File: config.mk
export PLATFORM = sky130hd
export DESIGN_NAME = aibnd_red_clksel_ctl
export DESIGN_NICKNAME = d
export VERILOG_FILES = /design/src/rtl/aibnd_red_clksel_ctl.sv
export SDC_FILE = /design/constraint.sdc
export NUM_CORES = 1
export LEC_CHECK = 0
export CAP_MARGIN = 20
export CORE_AREA = 2 2 43 45
export DETAILED_ROUTE_END_ITERATION = 16
export DIE_AREA = 0 0 45 47
export GPL_ROUTABILITY_DRIVEN = 0
export HOLD_SLACK_MARGIN = 0.08
export PLACE_DENSITY = 0.77
export SLEW_MARGIN = 0
export SYNTH_ARGS = -nofsm -noshare
export SYNTH_HDL_FRONTEND = slang
export SYNTH_SLANG_ARGS = --single-unit
File: constraint.sdc
create_clock -name clk -period 3.3 [get_ports clk]
set_clock_uncertainty 0.15 [all_clocks]
set_input_delay 0.66 -clock clk [delete_from_list [all_inputs] [get_ports clk]]
set_output_delay 0.66 -clock clk [all_outputs]
set_load 0.02 [all_outputs]
File: src/rtl/aibnd_red_clksel_ctl.sv
// Break-before-make sequencer for the one-hot selects of the 3:1 redundancy clock mux.
// Selects drop, a dead gap follows, then the new select rises and is held to settle before ack.
module aibnd_red_clksel_ctl #(
  parameter int GAP_CYC    = 4,
  parameter int SETTLE_CYC = 2
) (
  input  logic       clk,
  input  logic       reset,
  input  logic       req_vld,
  input  logic [1:0] req_sel,
  output logic       req_rdy,
  output logic       s1,
  output logic       s2,
  output logic       s3,
  output logic [1:0] sel_cur,
  output logic       busy,
  output logic       ack,
  input  logic       vccl_aibnd,
  input  logic       vssl_aibnd
);

  typedef enum logic [1:0] {ST_IDLE, ST_BREAK, ST_MAKE, ST_ACK} state_t;

  localparam logic [3:0] GAP_LOAD    = 4'(GAP_CYC - 1);
  localparam logic [3:0] SETTLE_LOAD = 4'(SETTLE_CYC - 1);

  state_t     r_state;
  state_t     w_nextState;
  logic [3:0] r_cnt;
  logic [1:0] r_target;
  logic [1:0] r_selCur;
  logic [2:0] r_sel;
  logic       w_accept;
  logic       w_sameCode;
  logic       w_cntZero;
  logic       w_unusedPwr;

  function automatic logic [2:0] decodeSel(input logic [1:0] code);
    case (code)
      2'b01:   decodeSel = 3'b001;
      2'b10:   decodeSel = 3'b010;
      2'b11:   decodeSel = 3'b100;
      default: decodeSel = 3'b000;
    endcase
  endfunction

  // Supply pins carry no logic; folded here so they are not left dangling.
  assign w_unusedPwr = vccl_aibnd ^ vssl_aibnd;

  assign w_accept   = req_vld && (r_state == ST_IDLE);
  assign w_sameCode = (req_sel == r_selCur);
  assign w_cntZero  = (r_cnt == 4'd0);

  always_ff @(posedge clk or posedge reset) begin
    if (reset) begin
      r_state <= ST_IDLE;
    end else begin
      r_state <= w_nextState;
    end
  end

  always_comb begin
    w_nextState = r_state;
    case (r_state)
      ST_IDLE: begin
        if (w_accept) begin
          w_nextState = w_sameCode ? ST_ACK : ST_BREAK;
        end
      end
      ST_BREAK: begin
        if (w_cntZero) begin
          w_nextState = (r_target == 2'b00) ? ST_ACK : ST_MAKE;
        end
      end
      ST_MAKE: begin
        if (w_cntZero) begin
          w_nextState = ST_ACK;
        end
      end
      ST_ACK:  w_nextState = ST_IDLE;
      default: w_nextState = ST_IDLE;
    endcase
  end

  // Selects only ever go all-low on accept and one-hot on entering MAKE, so no hop is possible.
  always_ff @(posedge clk or posedge reset) begin
    if (reset) begin
      r_cnt    <= 4'd0;
      r_target <= 2'b00;
      r_selCur <= 2'b00;
      r_sel    <= 3'b000;
    end else begin
      case (r_state)
        ST_IDLE: begin
          if (w_accept && !w_sameCode) begin
            r_cnt    <= GAP_LOAD;
            r_target <= req_sel;
            r_sel    <= 3'b000;
          end
        end
        ST_BREAK: begin
          if (w_cntZero) begin
            r_selCur <= r_target;
            if (r_target != 2'b00) begin
              r_cnt <= SETTLE_LOAD;
              r_sel <= decodeSel(r_target);
            end
          end else begin
            r_cnt <= r_cnt - 4'd1;
          end
        end
        ST_MAKE: begin
          if (!w_cntZero) begin
            r_cnt <= r_cnt - 4'd1;
          end
        end
        default: begin
        end
      endcase
    end
  end

  always_comb begin
    req_rdy = (r_state == ST_IDLE);
    busy    = (r_state != ST_IDLE);
    ack     = (r_state == ST_ACK);
  end

  assign s1      = r_sel[0];
  assign s2      = r_sel[1];
  assign s3      = r_sel[2];
  assign sel_cur = r_selCur;

endmodule

==> flow_summary.toml <==
[timing]
slew_violations = 0
setup_viol = 0
final.setup.tns_ns = 0
fin_crit_sh = 0.830
period_minus_slack_ns = 2.74
clock.fmax_mhz = 365
worstMarginPinSlew_ns = 0.498
rsz0062_at_grt = "no"
hold_violations = 0
slew_headroom = 0.668

[clock_tree]
numCtsBuffers = 3
insertion_delay_ns = 0.27
cts_tree = "yes"
clockBufferDepth = 2
cts_setup_buffers = 0
post_cts_resized = 0
h-tree-depth = 1
postCtsHoldBufs = 0
root_buffer = "clkbuf_4"
clk_pin_slew_ns = 0.08
cts.sinks = 13

[detailed_routing]
vias_per_cell = 5.94
dr.pass1.iters = 5
drt_iter0_drc = 8
wl_mm = 1.60
via_count = 659
drcViolationCount = 0
drtAntennaViolNets = 0
post_drt_wl_per_cell_um = 14.5

[min_path]
hold_path_depth = 1
worstHoldStart = "r_cnt[1]"
hold_end = "r_cnt[1]"
hold_class = "reg -> reg"

[synth]
synth-simple-area-share = 0.113
synth_area_leaders = "dfrtp_1 (40%), ha_1 (9.1%), mux2_2 (5.5%), mux2_4 (5.5%), inv_1 (4.1%)"
synth_seq_cells = 13
yosys_warnings = 0
yosys.area.top_type = "dfrtp_1"
synth-seq-area-share = 0.396
yosys.area.top_type_share = 0.396
synth.mux.area_fraction = 0.122
synth_compound_area_frac = 0.205
syn-num-nets = 93
synth_cell_types = 30
avgSynthCellArea_um2 = 10.3
synth-edff-count = 0
syn_inst = 80
yosys.area_share.adder = 0.0913
syn_area_um2 = 822
synth-xor-area-share = 0.0213
synth_ff_type = "dfrtp_1"
async_flop_share = 1.00
synth_top_family_by_area = "compound AO/OA/AOI/OAI gates"

[global_routing]
grt_pass1_wl_mm = 2.66
grt_max_degree = 14
antenna_found_initial = 0
grt_overflow = 0
grt_pass1_vias = 611
grtUsageTotal = 0.179

[final_layout]
final_cells = 111
drive_above_1_share = 0.149
diodes = 0
nets = 108
areaGrowthSynthToFinish_pct = 19.3
fill_cells = 155

[die]
rows = 15
dieArea_mm2 = 0.00212
num_io_pins = 15
die_h_um = 47
initial_core_util = 0.498
die_w_um = 45
coreArea_mm2 = 0.00165

[critical_path]
r2r-start = "r_cnt[0]"
slowest_stage = "clkdlybuf4s50_1"
r2r_cells = 6
slowest_delay_ns = 0.56
reg2reg_to = "r_sel[1]"
cp-end-kind = "primary output"
crit_type = "reg -> out"
worstPathArrival_ns = 1.93
startpoint_type = "flop"
worstPathMaxFanout = 9
path_cells = "inv_1 -> ha_1 -> inv_1 -> clkdlybuf4s50_1"
cp.required_ns = 2.49
reg2reg_slack_ns = 1.20
path_common_cell = "inv_1"

[outcome]
status = "finished clean"

[run]
max_cap_viol_count = 0

[placement]
dp_cells = 107
portBuffers = 12
place_hpwl_mm = 1.23

[power]
irDropWorstVdd_uv = 503
power.density_mw_per_mm2 = 1040
leakage_nw = 0.450
synth_stat cells (2+ instances only):
cell type,instances
nand3_1,2
a211o_1,2
nor2_1,6
a21oi_1,2
o21ai_0,2
o32ai_1,2
a31oi_1,2
dfrtp_1,13
xnor2_1,2
ha_1,6
a211oi_1,4
mux2_2,4
inv_1,9
o22a_1,2
nand2_1,5
mux2_4,3
how the worst max path moves through the flow:
stage / start / to / slack, ns / cells past startpoint
3_3_place_gp: req_sel[1] / r_sel[1] / 0.82 / 5
6_report: r_state[0] / busy / 0.56 / 4
2_1_floorplan: r_state[0] / busy / 1.27 / 4
4_1_cts: r_state[0] / busy / 0.57 / 4
5_1_grt: r_state[0] / busy / 0.45 / 4
3_5_place_dp: req_sel[1] / r_sel[1] / 0.78 / 5
stage by stage:
step	instance area [um2]	hold slack, ns	setup slack (ns)	utilization	power (mW)
4_1_cts	981	0.375	0.568	0.594	1.03
6_report	981	0.375	0.560	0.594	1.02
3_3_place_gp	955	0.348	0.819	0.578	0.904
3_5_place_dp	955	0.341	0.779	0.578	0.927
2_1_floorplan	822	0.332	1.27	-	0.752
5_1_grt	981	0.399	0.448	0.594	1.10
sequential cells by signal, indices dropped and copies added, names as in the netlist:
register and count:
r_cnt 4, r_sel 3, r_state 2, r_target 2, sel_cur 2
cells in the final DEF (no fill, tap or decap), types with 2 or more instances in the layout:
cell	n
o22a_1	2
clkdlybuf4s50_1	12
mux2_4	3
xnor2_1	2
o21ai_0	2
o32ai_1	2
dfrtp_1	13
a21oi_1	2
nor2_1	6
a31oi_1	2
inv_1	9
nand3_1	2
ha_1	6
a211oi_1	4
clkbuf_4	3
a211o_1	2
mux2_2	4
nand2_1	5
cell families after synthesis:
family | count (synthesis)
xor gates and xnor gates | 2
adders and majority gates | 6
DFF | 13
muxes | 8
AOI/OAI and AO/OA | 22
buffers and inverters | 11
and+or+nand+nor | 18
power by group:
part / switching [mW] / leakage (nW) / internal, mW
Clock: 0.0514 / 0.0150 / 0.0468
Sequential: 0.0615 / 0.163 / 0.227
Combinational: 0.335 / 0.272 / 0.299
layout make-up:
class / instances / area (um2) / area share
multi-input cells: 56 / 454 / 0.463
repair buffers: 12 / 120 / 0.122
clock buffers: 4 / 26.3 / 0.0268
flip-flops and latches: 13 / 325 / 0.332
inverters: 9 / 33.8 / 0.0344
well taps: 17 / 21.3 / 0.0217
layer usage:
layer	up-vias	wire length, um	GRT usage
met5	-	0	0
met4	0	26	0.0882
met3	4	68	0.0231
met2	21	758	0.309
met1	308	751	0.221
li1	326	-	-
worst max-delay path, delay by kind of cell, from the launching register on:
| kind | cells | cell delay, ns |
|---|---|---|
| buffers and inverters | 3 | 0.88 |
| adder cells (fa/ha/maj) | 1 | 0.37 |
| flip-flops | 1 | 0.41 |
Note: power is estimated with default switching activity, not from simulation.
